## src/rtl/dram_arbiter.sv

```systemverilog
// dram_arbiter: shares one data RAM between the CPU and DMA ports with fixed-latency
// sequenced accesses, a one-cycle ack per access, and round-robin or CPU-priority arbitration.
module dram_arbiter #(
    parameter int DATA_BUS_WIDTH    = 24,
    parameter int ADDRESS_BUS_WIDTH = 11,
    parameter int MEM_LATENCY       = 2,
    parameter int CPU_PRIORITY      = 0
) (
    input  logic                         clock,
    input  logic                         reset,
    input  logic                         cpu_req,
    input  logic                         cpu_rnw,
    input  logic [ADDRESS_BUS_WIDTH-1:0] cpu_addr,
    input  logic [DATA_BUS_WIDTH-1:0]    cpu_wdata,
    output logic                         cpu_ack,
    output logic [DATA_BUS_WIDTH-1:0]    cpu_rdata,
    input  logic                         dma_req,
    input  logic                         dma_rnw,
    input  logic [ADDRESS_BUS_WIDTH-1:0] dma_addr,
    input  logic [DATA_BUS_WIDTH-1:0]    dma_wdata,
    output logic                         dma_ack,
    output logic [DATA_BUS_WIDTH-1:0]    dma_rdata,
    output logic [ADDRESS_BUS_WIDTH-1:0] mem_address,
    output logic [DATA_BUS_WIDTH-1:0]    mem_write_data,
    output logic                         mem_read_not_write,
    output logic                         mem_cs,
    input  logic [DATA_BUS_WIDTH-1:0]    mem_read_data,
    output logic                         busy,
    output logic                         owner
);
    typedef enum logic [1:0] {IDLE, ACCESS, DONE} state_t;

    state_t                         state_q, state_d;
    logic [3:0]                     count_q, count_d;
    logic                           last_grant_q, last_grant_d;
    logic                           owner_q, owner_d;
    logic                           busy_q, busy_d;
    logic [ADDRESS_BUS_WIDTH-1:0]   addr_q, addr_d;
    logic [DATA_BUS_WIDTH-1:0]      wdata_q, wdata_d;
    logic                           rnw_q, rnw_d;
    logic                           cs_q, cs_d;
    logic                           cpu_ack_q, cpu_ack_d, dma_ack_q, dma_ack_d;
    logic [DATA_BUS_WIDTH-1:0]      cpu_rdata_q, cpu_rdata_d, dma_rdata_q, dma_rdata_d;
    logic                           grant, grant_dma, finish;

    always_ff @(posedge clock or negedge reset) begin
        if (!reset) begin
            state_q      <= IDLE;
            count_q      <= '0;
            last_grant_q <= 1'b1;
            owner_q      <= 1'b0;
            busy_q       <= 1'b0;
            addr_q       <= '0;
            wdata_q      <= '0;
            rnw_q        <= 1'b1;
            cs_q         <= 1'b0;
            cpu_ack_q    <= 1'b0;
            dma_ack_q    <= 1'b0;
            cpu_rdata_q  <= '0;
            dma_rdata_q  <= '0;
        end else begin
            state_q      <= state_d;
            count_q      <= count_d;
            last_grant_q <= last_grant_d;
            owner_q      <= owner_d;
            busy_q       <= busy_d;
            addr_q       <= addr_d;
            wdata_q      <= wdata_d;
            rnw_q        <= rnw_d;
            cs_q         <= cs_d;
            cpu_ack_q    <= cpu_ack_d;
            dma_ack_q    <= dma_ack_d;
            cpu_rdata_q  <= cpu_rdata_d;
            dma_rdata_q  <= dma_rdata_d;
        end
    end

    always_comb begin
        state_d = (state_q == IDLE)   ? ((cpu_req | dma_req) ? ACCESS : IDLE) :
                  (state_q == ACCESS) ? ((count_q == '0) ? DONE : ACCESS) : IDLE;
    end

    always_comb begin
        grant        = (state_q == IDLE) && (cpu_req || dma_req);
        // On a tie the DMA wins only in round-robin mode when the CPU had the last grant
        grant_dma    = dma_req && (!cpu_req || (CPU_PRIORITY == 0 && !last_grant_q));
        finish       = (state_q == ACCESS) && (count_q == '0);
        count_d      = grant ? 4'(MEM_LATENCY - 1) :
                       (state_q == ACCESS && count_q != '0) ? count_q - 4'd1 : count_q;
        owner_d      = grant ? grant_dma : owner_q;
        addr_d       = grant ? (grant_dma ? dma_addr : cpu_addr) : addr_q;
        wdata_d      = grant ? (grant_dma ? dma_wdata : cpu_wdata) : wdata_q;
        rnw_d        = grant ? (grant_dma ? dma_rnw : cpu_rnw) : (finish ? 1'b1 : rnw_q);
        cs_d         = grant || (state_q == ACCESS && count_q != '0);
        busy_d       = state_d != IDLE;
        cpu_ack_d    = finish && !owner_q;
        dma_ack_d    = finish && owner_q;
        cpu_rdata_d  = (finish && rnw_q && !owner_q) ? mem_read_data : cpu_rdata_q;
        dma_rdata_d  = (finish && rnw_q && owner_q) ? mem_read_data : dma_rdata_q;
        last_grant_d = (state_q == DONE) ? owner_q : last_grant_q;
    end

    assign mem_address        = addr_q;
    assign mem_write_data     = wdata_q;
    assign mem_read_not_write = rnw_q;
    assign mem_cs             = cs_q;
    assign cpu_ack            = cpu_ack_q;
    assign dma_ack            = dma_ack_q;
    assign cpu_rdata          = cpu_rdata_q;
    assign dma_rdata          = dma_rdata_q;
    assign busy               = busy_q;
    assign owner              = owner_q;
endmodule

```

## config.mk

```make
export PLATFORM = sky130hd
export DESIGN_NAME = dram_arbiter
export DESIGN_NICKNAME = d
export VERILOG_FILES = /design/src/rtl/dram_arbiter.sv
export SDC_FILE = /design/constraint.sdc
export NUM_CORES = 1
export LEC_CHECK = 0
export BUFFER_PORTS_ARGS = -buffer_cell sky130_fd_sc_hd__buf_2
export CAP_MARGIN = 25
export CORE_UTILIZATION = 49
export CTS_BUF_LIST = sky130_fd_sc_hd__clkbuf_8
export CTS_CLUSTER_DIAMETER = 50
export DETAILED_ROUTE_END_ITERATION = 8
export PLACE_DENSITY = 0.93
export SLEW_MARGIN = 20
export SYNTH_ARGS = -nofsm -noshare
export SYNTH_HDL_FRONTEND = slang
export SYNTH_SLANG_ARGS = --single-unit
```

## constraint.sdc

```tcl
create_clock -name clock -period 2.14 [get_ports clock]
set_input_delay 0.642 -clock clock [delete_from_list [all_inputs] [get_ports clock]]
set_output_delay 0.642 -clock clock [all_outputs]
set_load 0.1 [all_outputs]
```

==> results of run 1 <==
==> placed cells by master, fill, tap and decap left out, types with 2 or more instances in the layout <==
| master | count |
|---|---|
| dfstp_2 | 2 |
| mux2i_1 | 37 |
| clkinvlp_4 | 2 |
| inv_6 | 2 |
| buf_2 | 187 |
| a21oi_1 | 3 |
| mux2_2 | 21 |
| inv_1 | 4 |
| buf_4 | 8 |
| nor2_1 | 2 |
| buf_12 | 2 |
| nand2_1 | 2 |
| o21ai_0 | 76 |
| nand2b_1 | 2 |
| clkbuf_8 | 9 |
| nor2b_1 | 3 |
| mux2_4 | 29 |
| dfrtp_1 | 94 |
==> stage by stage <==
step	instance area [sq um]	hold WS [ns]	setup WS (ns)	std cells
global route	5430	0.334	0.0375	607
finish	5430	0.290	0.0894	607
floorplan	4170	0.346	0.182	310
detailed placement	5230	0.487	0.191	591
global placement	5230	0.482	0.296	591
CTS	5430	0.340	0.0675	607
==> sequential cells by signal, summed over array words and instances (netlist names) <==
signal / count
busy: 1
count_q: 4
cpu_ack: 1
cpu_rdata: 24
dma_ack: 1
dma_rdata: 24
last_grant_q: 1
mem_address: 11
mem_cs: 1
mem_read_not_write: 1
mem_write_data: 24
owner: 1
state_q: 2
==> how the worst min path moves through the flow <==
stage                        startpoint       endpoint  slack [ns]  cells after the start
after detailed placement   cpu_rdata[6]   cpu_rdata[6]        0.49                      1
final                             reset  dma_rdata[17]        0.29                      2
after floorplan                   reset           busy        0.35                      0
after global routing              reset  cpu_rdata[13]        0.33                      2
after global placement    cpu_rdata[12]  cpu_rdata[12]        0.48                      1
after CTS                         reset  cpu_rdata[19]        0.34                      2
==> cell families (layout without fill, tap and decap cells) <==
| group | count (synthesis) | in the layout | synth area share |
|---|---|---|---|
| buffers and inverters | 24 | 216 | 0.0309 |
| AOI/OAI and AO/OA | 81 | 81 | 0.0992 |
| adders and majority gates | 1 | 1 | 0.00300 |
| muxes | 87 | 87 | 0.250 |
| DFF | 96 | 96 | 0.576 |
| and+or+nand+nor | 21 | 21 | 0.0408 |
==> routing by layer <==
layer,track usage,part of all wire,wire length (um),vias up
met1,0.269,0.41,3890,1520
met3,0.0631,0.081,775,14
met2,0.382,0.49,4720,168
li1,-,-,-,1485
met5,0,0,0,-
met4,0.0718,0.017,164,0
==> layout make-up <==
type                            instances  area share
Sequential cell                        96       0.443
Clock buffer                            9      0.0228
Tap cell                              105      0.0242
Clock inverter                          7      0.0143
Timing Repair Buffer                  197       0.191
Multi-Input combinational cell        190       0.303
Inverter                                3     0.00208
==> metrics.yaml, run 1 <==
grt_pass1_wl_mm: 15.1
r2r_start: "count_q[0]"
grt_max_degree: 97
final_max_slew_viol_count: 0
synthCells: 310
grt_util_all_layers: 0.223
arrival_ns: 1.41
multi_input_area_sq_mm: 0.00164
drive_above_1_share: 0.538
synth.most_common_cell: "dfrtp_1"
critPathLaunch: "mem_read_not_write"
row_count: 33
cts_buffers: 9
finalCriticalPeriod_ns: 2.05
cap_viol_max_count: 0
syn_to_final_growth_pct: 30.0
synth_ff_type: "dfrtp_1"
r2r_end: "dma_rdata[22]"
start_kind: "register"
final-hold-violation-count: 0
syn_area_sq_mm: 0.00417
cts_root_buf: "clkbuf_8"
cts_setup_buffers: 0
cp.buffers_inverters: 1
nNetsFinal: 598
place_congestion: 0.785
setup_viol: 0
core_sq_mm: 0.00822
drcViolationCount: 0
first_global_vias: 3198
synth_area_leaders: "dfrtp_1, mux2_4, o21ai_0"
cts_resized: 0
h-tree-depth: 3
rsz0062_at_grt: "no"
drt_iter0_markers: 119
drtPass1Iterations: 4
viasPerCell: 5.25
fin_skew_ns: 0.0203
yosys.area.top_type: "dfrtp_1"
synth_edf_count: 0
final_core_util: 0.660
status: "finished, final reports clean"
vias: 3187
crit_end: "mem_read_not_write"
grt_overflow: 0
cp_max_fo: 4
fmax_mhz: 488
die_w_um: 94.3
crit_chain: "buf_2"
setup-tns-final_ns: 0
antenna_found_initial: 0
dpl.hpwl_mm: 7.02
cp.required_ns: 1.50
cp-end-kind: "primary output"
ctsHoldBuffers: 0
synth-async-reset-ratio: 1.00
ys_warn_count: 0
syn_area_per_cell_sq_um: 13.5
wirelength_mm: 9.55
portBuffers: 188
critical_path_class: "reg2out"
path_delay_family: "flip-flops"
cp_slowest_cell: "dfstp_2"
io_pins: 189
clk_pin_slew_ns: 0.10
holdCritPathClass: "in2async"
fillers: 617
cts_tree: "done"
clock-sinks: 96
synth-seq-cells: 96
die_y_um: 94.3
r2r_setup_slack_ns: 0.17
slowest_delay_ns: 0.61
worst-path-stages: 1
syn_nets: 411
ff_latch_area_sq_mm: 0.00240
yosysTopAreaCellShare: 0.564
worstMarginPinSlew_ns: 0.535
initial_core_util: 0.508
yosys-top-cells-count: "dfrtp_1, o21ai_0, mux2i_1"
synth_seq_area_share: 0.576
die_area_sq_mm: 0.00889
n_antenna_cell: 0
final_antenna_net_count: 0
r2r_cells: 6
fin_crit_sh: 0.958
yosysUniqueCellTypes: 30
relSlewSlack: 0.643
clock_latency_ns: 0.36
wl_per_cell_um: 15.7
clockBufferDepth: 2
Power of run 1 is not shown: default switching activity piles up to over one toggle a cycle in this logic, so the estimate is an artifact.
==> run 2: changes to the inputs <==
--- a/config.mk
+++ b/config.mk
@@ -5,14 +5,16 @@
 export SDC_FILE = /design/constraint.sdc
 export NUM_CORES = 1
 export LEC_CHECK = 0
+export ABC_AREA = 1
 export BUFFER_PORTS_ARGS = -buffer_cell sky130_fd_sc_hd__buf_2
 export CAP_MARGIN = 25
 export CORE_UTILIZATION = 49
 export CTS_BUF_LIST = sky130_fd_sc_hd__clkbuf_8
 export CTS_CLUSTER_DIAMETER = 50
 export DETAILED_ROUTE_END_ITERATION = 8
-export PLACE_DENSITY = 0.93
+export PLACE_DENSITY = 0.92
 export SLEW_MARGIN = 20
 export SYNTH_ARGS = -nofsm -noshare
 export SYNTH_HDL_FRONTEND = slang
 export SYNTH_SLANG_ARGS = --single-unit
+export TNS_END_PERCENT = 30
==> run 2 against run 1 <==
  * Clock-buffer cell count is 1 higher
  * Register-to-register slack improved by 0.21 ns
  * Setup slack better by 0.16 ns
  * Die area rose by 5.2%
  * Critical endpoint is now owner
  * Worst hold slack got worse by 0.10 ns
  * Critical path type unchanged
==> metrics.yaml, run 2 <==
status: "finished, final reports clean"
cp-end-kind: "primary output"
dpl.hpwl_mm: 7.88  # +12%
synth-seq-cells: 96  # unchanged
yosys.area.top_type: "dfrtp_1"
place_congestion: 0.862  # +9.8%
worstMarginPinSlew_ns: 0.618  # +0.0823 ns
die_y_um: 96.7  # +2.6%
syn_area_sq_mm: 0.00439  # +5.3%
die_area_sq_mm: 0.00935  # +5.2%
drtPass1Iterations: 7  # +3
cts_tree: "done"
fin_crit_sh: 0.881  # -0.0769
wirelength_mm: 10.7  # +12%
wl_per_cell_um: 13.5  # -14%
die_w_um: 96.7  # +2.6%
drcViolationCount: 0  # unchanged
fin_ws_ns: 0.254  # +0.165 ns
final_max_slew_viol_count: 0  # unchanged
cp_slowest_cell: "dfrtp_1"
crit_chain: "buf_12"
finalCriticalPeriod_ns: 1.89  # -0.165 ns
path_delay_family: "flip-flops"
final_cells: 788  # +30%
holdCritPathClass: "in2async"
cp_max_fo: 9  # +5
yosys-top-cells-count: "nand2_1, dfrtp_1, nand4_1"
clockBufferDepth: 2  # unchanged
r2r_end: "cpu_rdata[6]"
cap_viol_max_count: 0  # unchanged
antenna_found_initial: 0  # unchanged
drt_iter0_markers: 173  # +45%
cts_resized: 0  # unchanged
syn_to_final_growth_pct: 27.0
synth_ff_type: "dfrtp_1"
synth_edf_count: 0  # unchanged
ctsHoldBuffers: 0  # unchanged
cp.required_ns: 1.50  # about the same
n_antenna_cell: 0  # unchanged
final_cell_mix: "nand2_1, buf_2, dfrtp_1"
cp.buffers_inverters: 1  # unchanged
syn_area_per_cell_sq_um: 8.74  # -35%
critPathLaunch: "owner"
fmax_mhz: 530  # +8.7%
synth.most_common_cell: "nand2_1"
relSlewSlack: 0.588  # -0.0549
clock_latency_ns: 0.34  # -0.02 ns
grt_util_all_layers: 0.232  # +0.00957
clock-sinks: 96  # unchanged
yosysUniqueCellTypes: 24  # -20%
final_antenna_net_count: 0  # unchanged
row_count: 34  # +3.0%
synthCells: 503  # +62%
yosysTopAreaCellShare: 0.535  # -0.0284
ys_warn_count: 0  # unchanged
fin_skew_ns: 0.0105  # -0.00977 ns
arrival_ns: 1.24  # -0.17 ns
crit_end: "owner"
final_core_util: 0.640  # -0.0207
r2r_cells: 6  # unchanged
clk_pin_slew_ns: 0.09  # about the same
r2r_start: "count_q[0]"
pre_cts_slack_ns: 0.394  # +0.203 ns
cts_setup_buffers: 0  # unchanged
portBuffers: 188  # unchanged
cts_root_buf: "clkbuf_8"
vias: 4066  # +28%
viasPerCell: 5.16  # -1.7%
start_kind: "register"
synth_area_leaders: "dfrtp_1, nand2_1, nand4_1"
setup-tns-final_ns: 0  # unchanged
r2r_setup_slack_ns: 0.38  # +0.21 ns
nNetsFinal: 777  # +30%
drive_above_1_share: 0.335  # -0.203
first_global_vias: 3661  # +14%
final-hold-violation-count: 0  # unchanged
grt_pass1_wl_mm: 17.6  # +16%
placed_cells: 773  # +31%
synth-async-reset-ratio: 1.00  # unchanged
rsz0062_at_grt: "no"
slowest_delay_ns: 0.66  # +0.05 ns
h-tree-depth: 3  # unchanged
syn_nets: 604  # +47%
final_common_cell: "nand2_1"
grt_overflow: 0  # unchanged
io_pins: 189  # unchanged
grt_max_degree: 55  # -43%
setup_viol: 0  # unchanged
initial_core_util: 0.504  # -0.00397
worst-path-stages: 1  # unchanged
core_sq_mm: 0.00872  # +6.1%
synth_seq_area_share: 0.547  # -0.0290
critical_path_class: "reg2out"
cts_buffers: 9  # unchanged
-- run 2: cell count changes after synthesis, moves of 21 or more --
cell and change:
nand2_1 +213, o21ai_0 -74, nand4_1 +49, inv_1 +37, mux2i_1 -37, o211ai_1 +36
mux2_4 -29, mux2_2 -21
-- run 2: metal layers --
layer	wire, um	GRT usage
met5	0	0
met4	128	0.0677
met3	741	0.0311
met2	5370	0.405
met1	4420	0.303
-- run 2: logic make-up after synthesis --
kind of cell / Yosys count / synth area share
xor gates and xnor gates: 1 / 0.00199
and+or+nand+nor: 281 / 0.285
adders and majority gates: 1 / 0.00285
AOI/OAI and AO/OA: 44 / 0.0712
DFF: 96 / 0.547
buffers and inverters: 80 / 0.0917
-- run 2: per-stage QoR --
stage                     cell area, sq um  hold WS (ns)
after global routing                  5580         0.186
after global placement                5360         0.449
after detailed placement              5360         0.453
final                                 5580         0.190
after floorplan                       4390         0.346
after CTS                             5580         0.179
-- run 2: how the worst min path moves through the flow --
stage / end / slack [ns] / cells past startpoint
6_report: dma_ack / 0.19 / 1
4_1_cts: cpu_rdata[18] / 0.18 / 1
3_5_place_dp: cpu_rdata[3] / 0.45 / 2
3_3_place_gp: cpu_rdata[13] / 0.45 / 2
5_1_grt: cpu_rdata[18] / 0.19 / 1
2_1_floorplan: busy / 0.35 / 0
-- run 2: cell type report --
class | instances | area [sq um]
fill | 724 | 3140
tap | 108 | 135
multi-input combinational | 327 | 1600
inverter | 45 | 169
clock buffer | 10 | 138
sequential | 96 | 2400
clock inverter | 5 | 81.3
timing repair buffer | 197 | 1050
-- run 2: worst reg2reg max path, stage by stage (launching register included) --
cell	delay, ns
dfrtp_1	0.39
inv_1	0.12
ha_1	0.25
nand2_2	0.12
nor2_8	0.49
nand4_1	0.21
nand2_1	0.13
Power of run 2 is left out for the same reason.
==> run 3: changes to the inputs <==
--- a/config.mk
+++ b/config.mk
@@ -13,7 +13,7 @@
 export CTS_CLUSTER_DIAMETER = 50
 export DETAILED_ROUTE_END_ITERATION = 8
 export PLACE_DENSITY = 0.92
-export SLEW_MARGIN = 20
+export SETUP_SLACK_MARGIN = 0.5
 export SYNTH_ARGS = -nofsm -noshare
 export SYNTH_HDL_FRONTEND = slang
 export SYNTH_SLANG_ARGS = --single-unit
==> constraint.sdc (replaced) <==
create_clock -name clock -period 2.14 [get_ports clock]
set_input_delay 0.321 -clock clock [delete_from_list [all_inputs] [get_ports clock]]
set_output_delay 0.321 -clock clock [all_outputs]
set_load 0.1 [all_outputs]
==> run 3 against run 2 <==
  * Clock skew is 0.0050 ns higher
  * Non-clock buffer count rose by 3
  * Maximum frequency up 8.0%
  * Die area is the same
  * Flip-flop and latch count is the same
  * Via count grew 6.4%
  * Critical path depth is the same
  * First-iteration DRC count up 17%
==> metrics.yaml, run 3 (same netlist as run 2, synthesis figures left out) <==
grt_max_degree: 52  # -5.5%
cts_buffers: 9  # unchanged
arrival_ns: 1.43  # +0.19 ns
fmax_mhz: 572  # +8.0%
dpl.hpwl_mm: 7.91  # +0.45%
path_delay_family: "flip-flops"
drt_iter0_markers: 203  # +17%
final_cell_mix: "nand2_1, buf_2, dfrtp_1"
drtPass1Iterations: 5  # -2
cp_max_fo: 19  # +10
vias: 4327  # +6.4%
drcViolationCount: 0  # unchanged
start_kind: "register"
h-tree-depth: 3  # unchanged
first_global_vias: 3786  # +3.4%
status: "finished, final reports clean"
nNetsFinal: 789  # +1.5%
fin_crit_sh: 0.816  # -0.0650
wl_per_cell_um: 15.5  # +14%
final_antenna_net_count: 0  # unchanged
cap_viol_max_count: 0  # unchanged
fillers: 676  # -6.6%
setup-tns-final_ns: 0  # unchanged
final_common_cell: "nand2_1"
wirelength_mm: 12.4  # +16%
cp.buffers_inverters: 1  # unchanged
fin_skew_ns: 0.0155  # +0.00498 ns
multi_input_area_sq_mm: 0.00177  # +11%
relSlewSlack: 0.623  # +0.0345
worst-path-stages: 1  # unchanged
n_antenna_cell: 0  # unchanged
place_congestion: 0.846  # -1.8%
row_count: 34  # unchanged
critical_path_class: "reg2out"
r2r_cells: 8  # +2
slowest_delay_ns: 0.70  # +0.04 ns
core_sq_mm: 0.00872  # unchanged
clock_latency_ns: 0.35  # about the same
io_pins: 189  # unchanged
initial_core_util: 0.504  # unchanged
die_area_sq_mm: 0.00935  # unchanged
ff_latch_area_sq_mm: 0.00241  # +0.21%
grt_overflow: 0  # unchanged
min_path_cells: 3
drive_above_1_share: 0.348  # +0.0125
cp-end-kind: "primary output"
finalCriticalPeriod_ns: 1.75  # -0.139 ns
r2r_setup_slack_ns: 0.52  # +0.14 ns
portBuffers: 188  # unchanged
cp_slowest_cell: "dfrtp_2"
cts_tree: "done"
setup_viol: 0  # unchanged
cp.required_ns: 1.82  # +0.32 ns
worstMarginPinSlew_ns: 0.565  # -0.0526 ns
clock-sinks: 96  # unchanged
crit_chain: "buf_4"
die_w_um: 96.7  # unchanged
holdCritPathClass: "in2reg"
antenna_found_initial: 0  # unchanged
viasPerCell: 5.40  # +4.7%
grt_util_all_layers: 0.238  # +0.00509
clk_pin_slew_ns: 0.09  # about the same
syn_to_final_growth_pct: 30.7
cts_root_buf: "clkbuf_8"
die_y_um: 96.7  # unchanged
rsz0062_at_grt: "yes"
final-hold-violation-count: 0  # unchanged
clockBufferDepth: 2  # unchanged
grt_pass1_wl_mm: 18.0  # +2.2%
final_max_slew_viol_count: 0  # unchanged
run 3: cell types whose count changed in the layout (fill, tap and decap cells not counted), sizes merged:
cell	previous run	this run
nand4	51	57
nor2	7	10
buf	197	199
bufinv	2	0
inv	45	47
clkbuf	10	11
clkinv	2	3
clkinvlp	1	0
dlygate4sd3	0	1
run 3: worst register-to-register path, cell delays in order (launching register included):
cell	delay [ns]
dfrtp_1	0.40
inv_2	0.10
ha_4	0.16
nand2_1	0.10
nor2_4	0.18
buf_12	0.17
nand4_4	0.17
nand2_1	0.15
nand2_1	0.07
run 3: stage by stage:
stage	area (sq um)	hold slack [ns]	util	worst slack (ns)	std cells
after floorplan	4400	0.0254	-	0.516	503
after global placement	5340	0.306	0.612	0.515	773
after detailed placement	5340	0.311	0.612	0.445	773
after CTS	5540	0.204	0.635	0.408	790
after global routing	5740	0.211	0.659	0.363	801
final	5740	0.225	0.659	0.393	801
run 3: metal layers:
layer / vias to the layer above / global-route usage / wire [um] / share of wire
met2: 268 / 0.397 / 6170 / 0.50
met1: 1987 / 0.312 / 4900 / 0.39
met5: - / 0 / 0 / 0
met4: 0 / 0.0873 / 380 / 0.031
met3: 32 / 0.0405 / 965 / 0.078
li1: 2040 / - / - / -
run 3: cell type report:
type | instances | area share
Clock inverter | 5 | 0.00588
Tap cell | 108 | 0.0235
Clock buffer | 11 | 0.0264
Multi-Input combinational cell | 336 | 0.308
Timing Repair Buffer | 200 | 0.186
Inverter | 45 | 0.0298
Sequential cell | 96 | 0.420
run 3: final timing paths:
check	start	endpoint
worst min-delay path	dma_wdata[5]	mem_write_data[5]
worst max-delay path	owner	owner
min in group asynchronous	reset	dma_rdata[16]
max in group asynchronous	reset	owner
worst min register to register	dma_rdata[2]	dma_rdata[2]
worst max register to register	count_q[0]	cpu_rdata[13]
run 3: timing repair:
item,4_1_cts,5_1_grt
buffers inserted,0,2
cloned,0,9
pin swaps,0,5
hold buffers,1,0
hold endpoints to repair,31,0
resized for setup,2,13
endpoints found under the setup margin,50,55
Power of run 3 is left out for the same reason.
